File: src/rtl/spike_arb_pkg.sv
// Shared types and constants for the spike event arbiter.
package spike_arb_pkg;

  typedef enum logic {EMPTY, FULL} arb_state_t;

  localparam int DROP_CNT_W = 16;

endpackage

File: src/rtl/rr_priority_pick.sv
// Combinational round-robin pick: rotate pending so rr_ptr lands at bit 0,
// take the lowest set bit, then map that offset back to a neuron index.
module rr_priority_pick #(
  parameter  int N = 8,
  localparam int M = $clog2(N)
) (
  input  logic [N-1:0] pending,
  input  logic [M-1:0] rr_ptr,
  output logic         found,
  output logic [M-1:0] winner,
  output logic [N-1:0] winner_oh
);

  logic [N-1:0] rot;
  logic [M-1:0] off;
  logic [M:0]   sum;

  // Shifting the doubled vector handles a non-power-of-two N without a modulo.
  assign rot = N'({pending, pending} >> rr_ptr);

  always_comb begin
    off = '0;
    for (int i = N - 1; i >= 0; i--)
      if (rot[i]) off = M'(i);
  end

  assign found     = |pending;
  assign sum       = {1'b0, off} + {1'b0, rr_ptr};
  assign winner    = (sum >= (M+1)'(N)) ? M'(sum - (M+1)'(N)) : sum[M-1:0];
  assign winner_oh = found ? (N'(1) << winner) : '0;

endmodule

File: src/rtl/spike_event_arbiter.sv
// Round-robin serialiser of single-cycle neuron spikes into an AER address stream.
// Optional merged-spike counter output enabled by SPIKE_ARB_DROP_CNT_EN.
module spike_event_arbiter
  import spike_arb_pkg::*;
#(
  parameter  int N = 8,
  localparam int M = $clog2(N)
) (
  input  logic         clk,
  input  logic         rst_n,
  input  logic [N-1:0] spike_req,
  input  logic         flush,
  output logic         out_valid,
  input  logic         out_ready,
  output logic [M-1:0] out_addr,
  output logic [N-1:0] grant_ack,
  output logic         busy
`ifdef SPIKE_ARB_DROP_CNT_EN
  ,output logic [DROP_CNT_W-1:0] drop_cnt
`endif
);

  logic [N-1:0] pending;
  logic [N-1:0] clr_mask;
  logic [N-1:0] win_oh;
  logic [M-1:0] win_idx;
  logic [M-1:0] rr_ptr;
  logic         found;
  logic         load;
  arb_state_t   state, state_nxt;

  rr_priority_pick #(.N(N)) u_pick (
    .pending   (pending),
    .rr_ptr    (rr_ptr),
    .found     (found),
    .winner    (win_idx),
    .winner_oh (win_oh)
  );

  assign out_valid = (state == FULL);
  // Flush wins over load so the cleared pending set is never sampled.
  assign load      = !flush && (!out_valid || out_ready) && found;
  assign clr_mask  = load ? win_oh : '0;
  assign busy      = (|pending) || out_valid;

  // A fresh spike on the bit being granted re-arms it as a new event.
  always_ff @(posedge clk or negedge rst_n) begin
    if (!rst_n)     pending <= '0;
    else if (flush) pending <= '0;
    else            pending <= (pending & ~clr_mask) | spike_req;
  end

  always_ff @(posedge clk or negedge rst_n) begin
    if (!rst_n) state <= EMPTY;
    else        state <= state_nxt;
  end

  always_comb begin
    state_nxt = state;
    case (state)
      EMPTY:   if (load) state_nxt = FULL;
      FULL:    if (out_ready && !load) state_nxt = EMPTY;
      default: state_nxt = EMPTY;
    endcase
  end

  always_ff @(posedge clk or negedge rst_n) begin
    if (!rst_n) begin
      out_addr  <= '0;
      grant_ack <= '0;
      rr_ptr    <= '0;
    end else if (load) begin
      out_addr  <= win_idx;
      grant_ack <= win_oh;
      rr_ptr    <= (win_idx == M'(N - 1)) ? '0 : win_idx + M'(1);
    end else begin
      grant_ack <= '0;
    end
  end

`ifdef SPIKE_ARB_DROP_CNT_EN
  logic [N-1:0] merged;

  assign merged = spike_req & pending & ~clr_mask;

  always_ff @(posedge clk or negedge rst_n) begin
    if (!rst_n)
      drop_cnt <= '0;
    else if (flush)
      drop_cnt <= '0;
    else if ((|merged) && (drop_cnt != '1))
      drop_cnt <= drop_cnt + DROP_CNT_W'(1);
  end
`endif

endmodule
File: config.mk
export PLATFORM = sky130hd
export DESIGN_NAME = spike_event_arbiter
export DESIGN_NICKNAME = d
export VERILOG_FILES = /design/src/rtl/spike_arb_pkg.sv /design/src/rtl/rr_priority_pick.sv /design/src/rtl/spike_event_arbiter.sv
export SDC_FILE = /design/constraint.sdc
export NUM_CORES = 1
export LEC_CHECK = 0
export BUFFER_PORTS_ARGS = -buffer_cell sky130_fd_sc_hd__buf_4
export CORE_AREA = 5 5 100 55
export DETAILED_ROUTE_END_ITERATION = 7
export DIE_AREA = 0 0 105 60
export SYNTH_ARGS = -nofsm -noshare
export SYNTH_HDL_FRONTEND = slang
export SYNTH_HIERARCHICAL = 1
export SYNTH_SLANG_ARGS = --single-unit
File: constraint.sdc
create_clock -name clk -period 3.55 [get_ports clk]
set_clock_uncertainty 0.15 [all_clocks]
set_input_delay 0.5325 -clock clk [delete_from_list [all_inputs] [get_ports clk]]
set_output_delay 0.5325 -clock clk [all_outputs]
set_load 0.01 [all_outputs]
==> qor.txt <==
outcome = complete, but fails checks
failing checks = setup timing
first-pass GRT wire length = 7458 um
final-report max-slew violation count = 0
Seq/Total Area, Yosys = 32.88%
GRT Util Overall = 14.86%
crit start category = register
GR Overflow Total = 0
post-DP HPWL = 3445 um
router iterations before antenna repair = 4
Netlist Area Pre-Place = 1750 um^2
worst min path class = in -> reg
gpl congestion = 0.8010
kind of critical path = reg -> reg
worst slew pin tran = 0.6368 ns
# IOs = 25
Synth Register Bits = 23
Detail Route Antenna Nets = 0
DR iter-0 viols = 68
Syn Nets = 172
Starting Density = 37.73%
multiplexer share of the synthesized area = 27.73%
Simple-Gate Fraction of Synth Area = 25.59%
Final Cycle Share = 101.7%
synthesized area per cell = 11.22 um^2
Worst-Skew Late Latency = 0.27 ns
CP Max Fanout = 6
minimum clock period after layout = 3.610 ns
# Max-Cap Violations = 0
nets = 225
max frequency = 0.2770 GHz
antenna violations before repair = 0
# port buffers = 24
Synth Area in XOR/XNOR = 1.430%
Vias/cell = 5.489
Syn Inst Count = 156
Arrival @ worst endpoint = 3.62 ns
core area = 4639 um^2
largest net degree at the start of global routing = 24
CTS tree = built
Avg WL per Cell = 18.01 um
setup ws final = -0.06010 ns
vias in the first global route = 1455
worst path required time = 3.56 ns
Bufs on Longest Clock Path = 2
synth unique cells = 39
compound-cell area share of the yosys netlist = 5.004%
Via Count = 1471
Chip Width = 105 um
Fin. Hold Viols = 0
Rel. slew slack = 57.50%
final WL = 4827 um
die area = 6300 um^2
Root Driver = clkbuf_8
# DRC = 0
row count = 18
CP Capture Type = register
Sum Neg Setup Slack = -0.2085 ns
largest family of logic cells by synthesized area = multiplexers
warnings from Yosys = 6
clock slew at reported path FFs = 0.09 ns
area grow syn2layout = 36.17%
layout cell share with drive strength beyond 1 = 50.48%
number of buffers created by CTS = 3
Final setup viols = 6
worst hold margin = 0.3704 ns
RSZ-0062 raised after global routing = yes
Adder-Cell Fraction of Synth Area = 3.288%
Die Y = 60 um
H-tree depth = 1
# diodes = 0
TritonCTS Sinks = 23
-- cells by family after synthesis --
logic type | after synthesis
AOI/OAI and AO/OA | 12
xor gates and xnor gates | 2
adders and majority gates | 4
buffers and inverters | 12
DFF | 23
muxes | 29
and+or+nand+nor | 74
-- layout by cell type, fill, tap and decap left out, types with 2 or more instances in the layout --
cell / instances
dfrtp_1: 21
nor2_1: 20
mux4_1: 3
o21ai_0: 2
mux2_2: 5
inv_2: 4
and4b_1: 8
nor3_2: 5
mux4_2: 9
nor4b_2: 2
dfrtp_2: 2
nor2b_1: 2
and4_1: 2
o21a_1: 2
ha_2: 2
mux2_4: 4
and2_1: 9
mux2i_1: 8
buf_4: 50
clkbuf_16: 2
nor3b_4: 2
clkbuf_8: 3
a21oi_1: 3
nand2_1: 2
nor3_1: 10
nor4_1: 2
and2_4: 2
-- state kept, by name (all words and copies together), names as in the netlist --
register / count
out_valid: 1
grant_ack: 8
out_addr: 3
rr_ptr: 3
pending: 8
-- worst max-delay path, cell delays in order, from the launching register on --
cell and delay, ns:
dfrtp_2 0.47, clkbuf_16 0.17, mux4_2 0.52, nand2b_4 0.16, a211oi_2 0.19, a31oi_1 0.07
nand2_1 0.11, ha_2 0.17, inv_2 0.03, fa_2 0.35, xor2_2 0.17, xnor2_2 0.28
buf_6 0.17, and4_1 0.23, and4b_1 0.20, nor3_1 0.05
-- through the flow --
step	utilization, %	worst slack, ns	instances	area (um^2)
after global routing	51.38	-0.1788	268	2384
after CTS	47.87	0.0005038	263	2221
final	51.38	-0.06010	268	2384
after global placement	46.41	-0.07078	258	2153
after detailed placement	46.41	-0.1411	258	2153
after floorplan	-	0.0002833	156	1750
-- cells in the mapped netlist --
library cell | number | area, um^2
a211o_1 | 1 | 8.760
a211oi_1 | 1 | 7.510
a211oi_4 | 1 | 20.02
a21oi_1 | 3 | 15.01
a31oi_1 | 1 | 6.260
and2_1 | 11 | 68.82
and3b_1 | 1 | 8.760
and4_1 | 2 | 17.52
and4b_1 | 8 | 80.08
buf_2 | 3 | 15.01
buf_4 | 2 | 15.01
buf_6 | 2 | 22.52
dfrtp_1 | 23 | 575.6
fa_1 | 1 | 20.02
ha_1 | 3 | 37.54
inv_1 | 3 | 11.26
inv_2 | 2 | 7.510
mux2_2 | 6 | 67.56
mux2_4 | 3 | 45.04
mux2i_1 | 8 | 80.08
mux4_1 | 6 | 157.7
mux4_2 | 6 | 135.1
nand2_1 | 2 | 7.510
nand2b_1 | 2 | 12.51
nand2b_2 | 1 | 8.760
nand3_1 | 1 | 5.000
nand3b_1 | 1 | 7.510
nor2_1 | 20 | 75.07
nor2b_1 | 2 | 12.51
nor3_1 | 15 | 75.07
nor3b_1 | 1 | 7.510
nor3b_4 | 1 | 18.77
nor4_1 | 3 | 18.77
nor4b_1 | 2 | 17.52
o21a_1 | 2 | 15.01
o21ai_0 | 3 | 15.01
or2_2 | 1 | 6.260
xnor2_2 | 1 | 16.27
xor2_1 | 1 | 8.760
-- final timing paths --
| kind | startpoint | to | slack [ns] | cells past startpoint |
|---|---|---|---|---|
| worst max-delay path | rr_ptr[1] | pending[5] | -0.06 | 15 |
| worst min-delay path | flush | pending[1] | 0.37 | 2 |
| worst max register to register | rr_ptr[1] | pending[5] | -0.06 | 15 |
| worst min register to register | out_addr[0] | out_addr[0] | 0.37 | 1 |
| max in group asynchronous | rst_n | rr_ptr[1] | 2.47 | 2 |
| min in group asynchronous | rst_n | grant_ack[5] | 0.53 | 2 |
-- repair_timing --
action | CTS | global route
pin swaps | 1 | 3
endpoints found under the hold margin | 14 | 0
setup endpoints to repair | 12 | 15
cloned | 0 | 2
setup buffers | 0 | 3
hold buffers | 1 | 0
gates resized for setup | 7 | 22
-- layer usage --
layer / global-route usage (%) / vias up / routed length (um)
li1: - / 695 / -
met3: 2.697 / 0 / 253
met5: 0 / - / 0
met1: 22.22 / 726 / 2366
met4: 2.914 / 0 / 0
met2: 22.63 / 50 / 2207
-- cell type report --
cell class | instances | area, um^2
clock buffers | 3 | 41.29
inverters | 5 | 18.77
repair buffers | 55 | 466.7
well taps | 60 | 75.07
fillers | 405 | 2256
multi-input cells | 121 | 1196
flip-flops and latches | 23 | 578.1
clock inverters | 1 | 7.507
Power is left out: the tool's default activity adds up to more than one toggle a clock period on the data nets, which glitch-free logic cannot reach.
